**config.mk**
```make
export PLATFORM = sky130hd
export DESIGN_NAME = program_sequencer
export DESIGN_NICKNAME = d
export VERILOG_FILES = /design/src/rtl/program_sequencer.sv
export SDC_FILE = /design/constraint.sdc
export NUM_CORES = 1
export LEC_CHECK = 0
export ABC_AREA = 1
export BUFFER_PORTS_ARGS = -buffer_cell sky130_fd_sc_hd__clkbuf_2
export CAP_MARGIN = 20
export CORE_MARGIN = 10
export CORE_UTILIZATION = 57
export CTS_CLUSTER_SIZE = 24
export DETAILED_ROUTE_END_ITERATION = 10
export GPL_ROUTABILITY_DRIVEN = 1
export PLACE_DENSITY = 0.78
export SLEW_MARGIN = 20
export SYNTH_ARGS = -nofsm -noshare
export SYNTH_HDL_FRONTEND = slang
export SYNTH_SLANG_ARGS = --single-unit
export TNS_END_PERCENT = 5
```
**constraint.sdc**
```tcl
create_clock -name clk -period 2.5 [get_ports clk]
set_input_delay 0.375 -clock clk [delete_from_list [all_inputs] [get_ports clk]]
set_output_delay 0.375 -clock clk [all_outputs]
set_load 0.01 [all_outputs]
```
**src/rtl/program_sequencer.sv**
```systemverilog
// Program counter with a LIFO of return addresses for CALL/RET.
// Define PROGRAM_SEQUENCER_ERR_EN to build the sticky ERR flag; otherwise err is tied low.
module program_sequencer #(
    parameter int N     = 4,
    parameter int DEPTH = 4,
    localparam int SPW  = $clog2(DEPTH + 1)
) (
    input  logic           clk,
    input  logic           clr,
    input  logic           cs,
    input  logic           call,
    input  logic           ret,
    input  logic           hold,
    input  logic [N-1:0]   d,
    output logic [N-1:0]   q,
    output logic [SPW-1:0] sp,
    output logic           full,
    output logic           empty,
    output logic           err
);

    // Storage is sized to the full range of sp so it indexes the array directly.
    localparam int SLOTS = 1 << SPW;

    typedef enum logic [2:0] {
        OP_ILLEGAL,
        OP_CALL,
        OP_RET,
        OP_LOAD,
        OP_HOLD,
        OP_INC
    } op_t;

    op_t            op;
    logic [N-1:0]   stack [SLOTS];
    logic [N-1:0]   q_inc;
    logic [N-1:0]   q_next;
    logic [SPW-1:0] sp_next;
    logic [SPW-1:0] top_idx;
    logic           push;

    assign q_inc   = q + 1'b1;
    assign top_idx = sp - 1'b1;
    assign full    = (sp == SPW'(DEPTH));
    assign empty   = (sp == '0);

    // Command decode in priority order: CALL/RET beat CS, CS beats HOLD.
    always_comb begin
        op = OP_INC;
        if (call && ret) begin
            op = OP_ILLEGAL;
        end else if (call) begin
            op = OP_CALL;
        end else if (ret) begin
            op = OP_RET;
        end else if (!cs) begin
            op = OP_LOAD;
        end else if (hold) begin
            op = OP_HOLD;
        end
    end

    always_comb begin
        q_next  = q;
        sp_next = sp;
        push    = 1'b0;
        case (op)
            OP_ILLEGAL: begin
                q_next = q;
            end
            OP_CALL: begin
                q_next = d;
                if (!full) begin
                    push    = 1'b1;
                    sp_next = sp + 1'b1;
                end
            end
            OP_RET: begin
                if (!empty) begin
                    q_next  = stack[top_idx];
                    sp_next = top_idx;
                end else begin
                    q_next = q_inc;
                end
            end
            OP_LOAD: begin
                q_next = d;
            end
            OP_HOLD: begin
                q_next = q;
            end
            default: begin
                q_next = q_inc;
            end
        endcase
    end

    always_ff @(posedge clk or negedge clr) begin
        if (!clr) begin
            q  <= '0;
            sp <= '0;
        end else begin
            q  <= q_next;
            sp <= sp_next;
        end
    end

    // Stack contents are don't-care after reset, so no reset branch.
    always_ff @(posedge clk) begin
        if (push) begin
            stack[sp] <= q_inc;
        end
    end

`ifdef PROGRAM_SEQUENCER_ERR_EN
    logic err_set;

    assign err_set = (op == OP_ILLEGAL) || (op == OP_CALL && full) || (op == OP_RET && empty);

    always_ff @(posedge clk or negedge clr) begin
        if (!clr) begin
            err <= 1'b0;
        end else if (err_set) begin
            err <= 1'b1;
        end
    end
`else
    assign err = 1'b0;
`endif

endmodule

```
==> impl_metrics.py, run 1 <==
metrics = {
    "status": {
        "outcome": "complete, no violations",
    },
    "logic_synthesis": {
        "syn_area_um2": 1918,
        "synth_top_area_cell": "edfxtp_1",
        "async_flop_share_pct": 17.95,
        "syn_inst": 202,
        "synth_area_leaders": "edfxtp_1, nand2_1, dfrtp_1",
        "synth_edf_count": 32,
        "synth-seq-area-share_pct": 59.23,
        "yosys_warnings": 0,
        "synth_ff_type": "edfxtp_1",
        "synth.distinct_cells": 25,
        "ys_seq_elements": 39,
        "synth_most_common_cell": "nand2_1",
        "synth_top_area_share_pct": 50.10,
        "synth.avg_cell_area_um2": 9.495,
        "yosys-top-cells-count": "nand2_1, edfxtp_1, nand3_1",
        "synth_nets": 216,
    },
    "hold_path": {
        "min_path_type": "in2reg",
    },
    "final_layout": {
        "nFillCells": 267,
        "antenna_cells": 0,
        "syn_to_final_growth_pct": 11.87,
        "fin_util_pct": 65.33,
        "drive_gt1_share_pct": 16.00,
        "nNetsFinal": 238,
    },
    "route": {
        "wl_per_cell_um": 14.44,
        "postRouteAntennaNets": 0,
        "vias": 1392,
        "dr.pass1.iters": 4,
        "avgViaCountPerCell": 5.137,
        "drt_iter0_drc": 135,
        "wirelength_um": 3912,
        "remaining_drc_errors": 0,
    },
    "floorplanning": {
        "die_w_um": 78.01,
        "ios": 20,
        "rows": 21,
        "coreArea_um2": 3284,
        "initial_utilization_pct": 58.40,
        "die_area_um2": 6086,
        "die_height_um": 78.01,
    },
    "sta": {
        "rsz0062_at_grt": "false",
        "final_hold_viol_count": 0,
        "setup_violations": 0,
        "worst_hold_slack_ns": 0.3279,
        "fmax_mhz": 535.5,
        "slew_violations": 0,
        "fin_skew_ns": 0.01026,
        "fin_crit_ns": 1.867,
        "period_share_pct": 74.69,
        "tns_ns": 0,
    },
    "clocking": {
        "cts_tree": "built",
        "cts_buffers": 5,
        "cts_sinks": 39,
        "cts_setup_buffers": 0,
        "postCtsResizedCells": 0,
        "htreeDepth": 2,
        "cts_hold_buf": 1,
        "clock_latency_ns": 0.35,
        "root_buffer": "clkbuf_4",
        "clock_path_buffers": 2,
        "clk_pin_slew_ns": 0.12,
    },
    "job": {
        "maxCapViolations": 0,
    },
    "critical_path": {
        "worst_setup_path_end_kind": "output port",
        "cpMostUsedCell": "inv_4",
        "start_kind": "flop",
        "cp_slowest_cell": "dfrtp_1",
        "critPathArrivalTime_ns": 1.49,
        "cp.required_ns": 2.12,
        "rrSetupSlack_ns": 0.68,
        "slowest_delay_ns": 0.42,
        "cp_max_fo": 19,
        "path_class": "reg2out",
        "path_cells": "inv_4, ha_1, nand2_4, inv_4, clkbuf_2",
    },
    "grt": {
        "first_global_vias": 1298,
        "gr-total-overflow": 0,
        "grt_start_max_net_pins": 21,
        "grt_pass1_wl_um": 6458,
        "antenna_found_initial": 0,
        "grt_util_all_layers_pct": 13.38,
    },
    "power_and_ir_drop": {
        "powerDensity_nw_per_um2": 1228,
        "report.power.total_w": 0.002635,
        "static-leakage-power_nw": 0.9422,
        "peakVddDrop_mv": 0.5105,
    },
    "placement": {
        "io_buffers": 18,
        "gp_congestion": 0.8622,
        "dp.final_hpwl_um": 2915,
    },
}
[critical path, delay by kind of cell, from the launching register on]
kind | cells | cell delay [ns]
fa+ha+maj | 1 | 0.24
flops | 1 | 0.42
buf+inv | 3 | 0.38
simple gates | 1 | 0.10
[power by group]
part           switching [W]  leakage [nW]  internal, W  total (W)
combinational       0.000779         0.518     0.000369    0.00115
clock               0.000203        0.0514     0.000311   0.000514
sequential         0.0000762         0.372     0.000897   0.000973
[layout make-up]
class / count / area, um2 / area share (%)
clock buffers: 5 / 37.54 / 1.749
flip-flops and latches: 39 / 1136 / 52.94
well taps: 46 / 57.56 / 2.682
repair buffers: 20 / 107.6 / 5.015
clock inverters: 3 / 67.56 / 3.149
inverters: 22 / 87.58 / 4.082
multi-input cells: 136 / 651.9 / 30.38
[cell usage in the layout (no fill, tap or decap)]
| master | n |
|---|---|
| ha_1 | 4 |
| edfxtp_1 | 32 |
| o21ai_0 | 6 |
| buf_4 | 1 |
| clkinvlp_4 | 1 |
| nand4_1 | 1 |
| nand3_1 | 32 |
| xnor2_1 | 1 |
| o21ai_1 | 1 |
| inv_2 | 3 |
| bufinv_16 | 2 |
| clkbuf_2 | 18 |
| and2_1 | 1 |
| or2_2 | 1 |
| conb_1 | 1 |
| inv_4 | 2 |
| a21oi_1 | 10 |
| dlygate4sd3_1 | 1 |
| nand2_4 | 1 |
| nor2_1 | 18 |
| dfrtp_1 | 7 |
| nand2_1 | 55 |
| o21ai_4 | 1 |
| inv_1 | 17 |
| xor2_1 | 1 |
| clkbuf_4 | 5 |
| nand2_2 | 1 |
| a22o_1 | 1 |
[sequential cells by signal, indices dropped and copies added (netlist names)]
register  flops
sp            3
stack        32
q             4
[metrics by stage]
step | setup WS (ns) | cell area (um2) | cells
final | 0.6327 | 2146 | 271
after global routing | 0.5038 | 2146 | 271
after CTS | 0.6127 | 2146 | 271
after detailed placement | 0.6963 | 2031 | 262
after global placement | 0.7578 | 2031 | 262
after floorplan | 0.6461 | 1918 | 202
[final timing paths]
check                                  start               endpoint  depth (start not counted)
hold reg to reg             q[3]$_DFFE_PN0N_       q[3]$_DFFE_PN0N_                          2
max in group asynchronous                clr       q[0]$_DFFE_PN0N_                          2
setup reg to reg           sp[1]$_DFFE_PN0P_  stack[6][2]$_DFFE_PP_                          7
setup / recovery           sp[0]$_DFFE_PN0P_                  empty                          5
min in group asynchronous                clr      sp[1]$_DFFE_PN0P_                          2
hold / removal                          d[2]       q[2]$_DFFE_PN0N_                          3
[per-layer routing]
layer	global-route usage, %	up-vias	share of wire (%)
met2	20.15	46	46
met5	0	-	0
met3	4.784	5	7.6
met1	17.44	626	46
met4	4.839	0	0.74
li1	-	715	-
[cells by family (layout without fill, tap and decap cells)]
logic type                 count (synthesis)  in the layout  synth area share, %
and+or+nand+nor                          110            110                24.53
DFF                                       39             39                59.23
xor gates and xnor gates                   2              2               0.9134
AOI/OAI and AO/OA                         19             19                5.741
adders and majority gates                  4              4                2.609
other                                      1              1               0.1955
buffers and inverters                     27             50                6.783
(Power assumes the default switching activity.)
==> run 2, diff against run 1 <==
--- a/config.mk
+++ b/config.mk
@@ -5,15 +5,15 @@
 export SDC_FILE = /design/constraint.sdc
 export NUM_CORES = 1
 export LEC_CHECK = 0
-export ABC_AREA = 1
+export ABC_AREA = 0
 export BUFFER_PORTS_ARGS = -buffer_cell sky130_fd_sc_hd__clkbuf_2
 export CAP_MARGIN = 20
 export CORE_MARGIN = 10
-export CORE_UTILIZATION = 57
+export CORE_UTILIZATION = 52
 export CTS_CLUSTER_SIZE = 24
 export DETAILED_ROUTE_END_ITERATION = 10
 export GPL_ROUTABILITY_DRIVEN = 1
-export PLACE_DENSITY = 0.78
+export PLACE_DENSITY = 0.75
 export SLEW_MARGIN = 20
 export SYNTH_ARGS = -nofsm -noshare
 export SYNTH_HDL_FRONTEND = slang
==> constraint.sdc (replaced) <==
create_clock -name clk -period 1.6 [get_ports clk]
set_input_delay 0.24 -clock clk [delete_from_list [all_inputs] [get_ports clk]]
set_output_delay 0.24 -clock clk [all_outputs]
set_load 0.01 [all_outputs]
==> impl_metrics.py, run 2 <==
metrics = {
    "placement": {
        "dp.final_hpwl_um": 3074,
        "gp_congestion": 0.7781,
        "io_buffers": 18,
        "placed_area_um2": 2277,
    },
    "route": {
        "avgViaCountPerCell": 5.640,
        "postRouteAntennaNets": 0,
        "dr.pass1.iters": 4,
        "wl_per_cell_um": 17.33,
        "remaining_drc_errors": 0,
        "vias": 1348,
        "drt_iter0_drc": 64,
        "wirelength_um": 4142,
    },
    "floorplanning": {
        "die_area_um2": 6576,
        "die_w_um": 81.09,
        "initial_utilization_pct": 53.41,
        "rows": 22,
        "coreArea_um2": 3633,
        "die_height_um": 81.09,
        "ios": 20,
    },
    "final_layout": {
        "seq_area_um2": 1137,
        "antenna_cells": 0,
        "multiInputGateArea_um2": 812.0,
        "layout_commonest_cell": "edfxtp_1",
        "final_cell_mix": "edfxtp_1, buf_4, clkbuf_2",
        "largest_register": "stack",
        "largest_reg_flops": 32,
        "nFillCells": 271,
        "drive_gt1_share_pct": 40.31,
        "nNetsFinal": 204,
        "largestRegisters": "stack (32), q (4), sp (3)",
        "finish.instance_area_um2": 2477,
        "syn_to_final_growth_pct": 27.66,
    },
    "critical_path": {
        "worst_setup_path_end_kind": "flop",
        "slowest_delay_ns": 0.44,
        "path_cells": "clkinv_8, ha_4, mux2i_1, mux4_2, or3_1, o31ai_1",
        "cp_slowest_cell": "mux4_2",
        "cp_max_fo": 7,
        "critPathArrivalTime_ns": 2.07,
        "start_kind": "flop",
        "cp.required_ns": 1.80,
        "crit_buf_inv": 1,
        "crit_family": "multiplexers",
        "path_class": "reg2reg",
    },
    "logic_synthesis": {
        "yosys.area_share.adder_pct": 2.579,
        "syn_area_um2": 1941,
        "yosys-top-cells-count": "edfxtp_1, dfrtp_1, nand2_1, nor3_1",
        "async_flop_share_pct": 17.95,
        "syn_inst": 143,
        "synth_most_common_cell": "edfxtp_1",
        "yosys_warnings": 0,
        "synth_edf_count": 32,
        "synth_top_area_cell": "edfxtp_1",
        "synth_xor_area_share_pct": 2.257,
        "synth_area_leaders": "edfxtp_1, dfrtp_1, mux4_1",
        "synth-seq-area-share_pct": 58.54,
        "synth_ff_type": "edfxtp_1",
        "synth_top_family_by_area": "multiplexers",
        "synthSimpleGateAreaFrac_pct": 11.15,
        "synth_mux_area_share_pct": 13.02,
        "synth_nets": 157,
        "synth_top_area_share_pct": 49.52,
        "synth-compound-area-share_pct": 8.575,
        "ys_seq_elements": 39,
        "synth.avg_cell_area_um2": 13.57,
        "synth.distinct_cells": 41,
    },
    "clocking": {
        "cts_sinks": 39,
        "clock_path_buffers": 2,
        "clk_pin_slew_ns": 0.08,
        "cts_buffers": 5,
        "root_buffer": "clkbuf_8",
        "htreeDepth": 2,
        "clock_latency_ns": 0.29,
        "cts_tree": "built",
    },
    "grt": {
        "antenna_found_initial": 0,
        "grt_pass1_wl_um": 6824,
        "first_global_vias": 1362,
        "gr-total-overflow": 0,
        "grt_util_all_layers_pct": 13.62,
        "grt_start_max_net_pins": 15,
    },
    "job": {
        "maxCapViolations": 0,
    },
    "sta": {
        "period_share_pct": 117.0,
        "final_hold_viol_count": 0,
        "rsz0062_at_grt": "true",
        "fmax_mhz": 534.2,
        "setup_ws_ns": -0.2721,
        "setup_violations": 7,
        "fin_crit_ns": 1.872,
        "slew_violations": 0,
        "worst_hold_slack_ns": 0.2704,
        "fin_skew_ns": 0.007317,
    },
    "power_and_ir_drop": {
        "static-leakage-power_nw": 0.9543,
        "peakVddDrop_mv": 1.055,
        "powerDensity_nw_per_um2": 1945,
        "report.power.total_w": 0.004818,
    },
    "hold_path": {
        "min_path_type": "in2reg",
    },
    "status": {
        "outcome": "finished with violations",
        "violations": "setup timing",
    },
}
[run 2: cell types whose count changed in the layout (fill, tap and decap cells not counted), sizes merged, moves of 7 or more]
cell   previous run  this run
nor2             18         5
mux4              0         7
buf               1        30
nand3            32         2
nor3              0         7
nand2            57         7
inv              22         6
[run 2: kinds of logic (layout without fill, tap and decap cells)]
family | count (synthesis) | count (layout)
AND/OR/NAND/NOR | 40 | 40
adder cells (fa/ha/maj) | 4 | 4
flip-flops | 39 | 39
buffers and inverters | 15 | 63
other | 1 | 1
AO/OA/AOI/OAI | 25 | 25
multiplexers | 14 | 14
XOR/XNOR | 5 | 5
[run 2: through the flow]
step                      std cells  TNS, ns  utilization, %  setup slack, ns
final                           239   -1.065           68.18          -0.2721
after global routing            239   -1.541           68.18          -0.3676
after CTS                       238   -1.085           66.25          -0.3030
after detailed placement        228   -2.049           62.67          -0.3370
after global placement          228   -1.805           62.67          -0.2724
after floorplan                 143   -4.443               -          -0.4414
[run 2: final timing paths]
check,start,end,slack [ns],cells past startpoint
worst max-delay path,sp[0]$_DFFE_PN0P_,q[3]$_DFFE_PN0N_,-0.27,6
worst min-delay path,d[1],q[1]$_DFFE_PN0N_,0.27,3
worst max register to register,sp[0]$_DFFE_PN0P_,q[3]$_DFFE_PN0N_,-0.27,6
worst min register to register,q[1]$_DFFE_PN0N_,q[1]$_DFFE_PN0N_,0.63,2
max in group asynchronous,clr,sp[0]$_DFFE_PN0P_,1.09,2
min in group asynchronous,clr,sp[1]$_DFFE_PN0P_,0.31,2
[run 2: power by group]
| part | total [W] | switching, W | internal (W) |
|---|---|---|---|
| Sequential | 0.00156 | 0.000109 | 0.00145 |
| Combinational | 0.00258 | 0.00125 | 0.00133 |
| Clock | 0.000672 | 0.000361 | 0.000311 |
[run 2: final cells by class]
cell class,count,area share (%)
tap,48,2.424
clock inverter,3,0.9596
sequential,39,45.91
inverter,6,1.414
timing repair buffer,49,13.74
multi-input combinational,89,32.78
clock buffer,5,2.778
[run 2: timing repair]
item | in CTS | in global routing
hold buffers | 1 | 0
pin swaps | 1 | 2
gates resized for setup | 8 | 21
setup buffers | 1 | 1
hold endpoints to repair | 7 | 0
endpoints found under the setup margin | 23 | 20
[run 2: per-layer routing]
layer	vias up	GRT usage, %	part of all wire (%)
li1	641	-	-
met1	667	16.40	44
met2	35	21.50	47
met3	5	5.188	6.8
met4	0	5.709	1.6
met5	-	0	0
[run 2: worst min-delay path: stages]
cell      delay, ns
clkbuf_2       0.08
o32ai_1        0.08
o21ai_1        0.13
==> run 3, diff against run 2 <==
--- a/config.mk
+++ b/config.mk
@@ -6,14 +6,14 @@
 export NUM_CORES = 1
 export LEC_CHECK = 0
 export ABC_AREA = 0
-export BUFFER_PORTS_ARGS = -buffer_cell sky130_fd_sc_hd__clkbuf_2
 export CAP_MARGIN = 20
 export CORE_MARGIN = 10
-export CORE_UTILIZATION = 52
+export CORE_UTILIZATION = 62
 export CTS_CLUSTER_SIZE = 24
 export DETAILED_ROUTE_END_ITERATION = 10
+export DONT_BUFFER_PORTS = 1
 export GPL_ROUTABILITY_DRIVEN = 1
-export PLACE_DENSITY = 0.75
+export PLACE_DENSITY = 0.78
 export SLEW_MARGIN = 20
 export SYNTH_ARGS = -nofsm -noshare
 export SYNTH_HDL_FRONTEND = slang
==> constraint.sdc (replaced) <==
create_clock -name clk -period 2 [get_ports clk]
set_input_delay 0.3 -clock clk [delete_from_list [all_inputs] [get_ports clk]]
set_output_delay 0.3 -clock clk [all_outputs]
set_load 0.01 [all_outputs]
==> impl_metrics.py, run 3 (synthesis gave the netlist of run 2 again) <==
metrics = {
    "power_and_ir_drop": {
        "report.power.total_w": 0.003228,
        "internal_power_w": 0.002038,
        "switching_power_w": 0.001190,
        "powerDensity_nw_per_um2": 1499,
        "peakVddDrop_mv": 0.7334,
        "p_clk_share_pct": 11.5,
        "p_sw_share_pct": 36.87,
        "power_frac_seq_pct": 40.7,
        "p_comb_share_pct": 47.7,
        "static-leakage-power_nw": 0.7792,
    },
    "placement": {
        "place_inst": 194,
        "io_buffers": 0,
        "dp.final_hpwl_um": 3059,
        "gp_congestion": 0.8807,
        "placed_area_um2": 2092,
    },
    "final_layout": {
        "antenna_cells": 0,
        "nNetsFinal": 172,
        "finish.instance_area_um2": 2153,
        "final_cell_mix": "edfxtp_1, buf_4, nand2_1, nor3_1",
        "layout_commonest_cell": "edfxtp_1",
        "fin_cells": 203,
        "syn_to_final_growth_pct": 10.96,
        "multiInputGateArea_um2": 745.7,
        "largestRegisters": "stack (32), q (4), sp (3)",
        "seq_area_um2": 1137,
        "fin_util_pct": 71.12,
        "nFillCells": 189,
        "largest_reg_flops": 32,
        "largest_register": "stack",
        "drive_gt1_share_pct": 18.24,
    },
    "status": {
        "outcome": "complete, no violations",
    },
    "hold_path": {
        "hold_start": "call",
        "worstHoldPathCells": 1,
        "hold_end": "sp[2]$_DFFE_PN0P_",
        "min_path_type": "in2reg",
    },
    "critical_path": {
        "slowest_delay_ns": 0.45,
        "r2r_cells": 6,
        "crit_family": "multiplexers",
        "start_kind": "flop",
        "r2r_start": "sp[0]$_DFFE_PN0P_",
        "worst_setup_path_end_kind": "flop",
        "cp_slowest_cell": "mux4_2",
        "cp_max_fo": 13,
        "crit_buf_inv": 1,
        "cp.required_ns": 2.26,
        "critPathArrivalTime_ns": 2.16,
        "path_class": "reg2reg",
        "r2r_end": "q[3]$_DFFE_PN0N_",
        "rrSetupSlack_ns": 0.10,
        "path_cells": "clkinv_8, ha_4, mux2i_1, mux4_2, or3_1, o31ai_1",
    },
    "sta": {
        "tightest_slew_ns": 0.5964,
        "final_hold_viol_count": 0,
        "setup_violations": 0,
        "slew_violations": 0,
        "fin_skew_ns": 0.01796,
        "fin_crit_ns": 1.900,
        "fmax_mhz": 526.4,
        "worst_hold_slack_ns": 0.02569,
        "period_share_pct": 94.98,
        "slew-limit-headroom_pct": 60.10,
        "rsz0062_at_grt": "true",
    },
    "clocking": {
        "cts_setup_buffers": 0,
        "clock_path_buffers": 2,
        "htreeDepth": 2,
        "root_buffer": "clkbuf_4",
        "cts_tree": "built",
        "cts_sinks": 39,
        "clk_pin_slew_ns": 0.11,
        "clock_latency_ns": 0.35,
        "cts_buffers": 5,
    },
    "floorplanning": {
        "ios": 20,
        "die_height_um": 75.95,
        "rows": 20,
        "coreArea_um2": 3028,
        "die_w_um": 75.95,
        "initial_utilization_pct": 64.09,
        "die_area_um2": 5768,
    },
    "grt": {
        "grt_pass1_wl_um": 6603,
        "grt_start_max_net_pins": 20,
        "gr-total-overflow": 0,
        "first_global_vias": 1294,
        "grt_util_all_layers_pct": 14.35,
        "antenna_found_initial": 0,
    },
    "route": {
        "postRouteAntennaNets": 0,
        "remaining_drc_errors": 0,
        "avgViaCountPerCell": 6.276,
        "wl_per_cell_um": 20.45,
        "dr.pass1.iters": 4,
        "drt_iter0_drc": 168,
        "wirelength_um": 4152,
        "vias": 1274,
    },
    "job": {
        "maxCapViolations": 0,
    },
}
## run 3: changes by cell type in the layout (fill, tap and decap cells not counted), sizes merged
cell,delta
buf,-14
clkinvlp,-2
clkbuf,-16
clkinv,+1
inv,-1
## run 3: timing repair
item                                    4_1_cts  5_1_grt
endpoints found under the setup margin        0        4
hold buffers                                  1        0
endpoints found under the hold margin         7        0
resized for setup                             0        1
## run 3: worst max-delay path by stage
| stage | start | endpoint | slack, ns | cells after the start |
|---|---|---|---|---|
| final | sp[0]$_DFFE_PN0P_ | q[3]$_DFFE_PN0N_ | 0.10 | 6 |
| after global routing | sp[0]$_DFFE_PN0P_ | q[3]$_DFFE_PN0N_ | -0.03 | 6 |
| after detailed placement | sp[0]$_DFFE_PN0P_ | q[3]$_DFFE_PN0N_ | 0.04 | 6 |
| after CTS | sp[0]$_DFFE_PN0P_ | q[1]$_DFFE_PN0N_ | 0.03 | 5 |
| after global placement | sp[0]$_DFFE_PN0P_ | q[1]$_DFFE_PN0N_ | 0.09 | 5 |
| after floorplan | sp[0]$_DFFE_PN0P_ | q[3]$_DFFE_PN0N_ | -0.04 | 8 |
## run 3: layer usage
layer / share of wire (%) / routed length [um] / vias to the layer above / track usage [%]
met5: 0 / 0 / - / 0
met4: 1.2 / 51 / 0 / 6.439
met3: 8.3 / 345 / 5 / 3.892
met2: 53 / 2199 / 58 / 24.66
met1: 37 / 1556 / 634 / 16.16
li1: - / - / 577 / -
## run 3: worst reg2reg max path: stages (launching register included)
cell	delay, ns
dfrtp_2	0.44
clkinv_8	0.07
ha_4	0.38
mux2i_1	0.10
mux4_2	0.45
or3_1	0.31
o31ai_1	0.07
## run 3: final cells by class
class / count / share of cell area (%)
clock buffer: 7 / 2.092
clock inverter: 1 / 0.2324
inverter: 6 / 1.627
multi-input combinational: 89 / 34.63
sequential: 39 / 52.82
tap: 44 / 2.557
timing repair buffer: 17 / 6.043
## run 3: power groups by stage
stage          clock network (W)  logic (W)  registers, W
2_1_floorplan                  0    0.00113       0.00129
3_3_place_gp                   0    0.00145       0.00132
3_5_place_dp                   0    0.00152       0.00133
4_1_cts                 0.000383    0.00153       0.00131
5_1_grt                 0.000420    0.00166       0.00133
6_report                0.000373    0.00154       0.00132
## run 3: through the flow
stage                     TNS [ns]  worst slack, ns
after detailed placement         0          0.04191
after global placement           0          0.09169
after floorplan           -0.04139         -0.04139
after global routing      -0.02518         -0.02518
final                            0           0.1004
after CTS                        0          0.03314
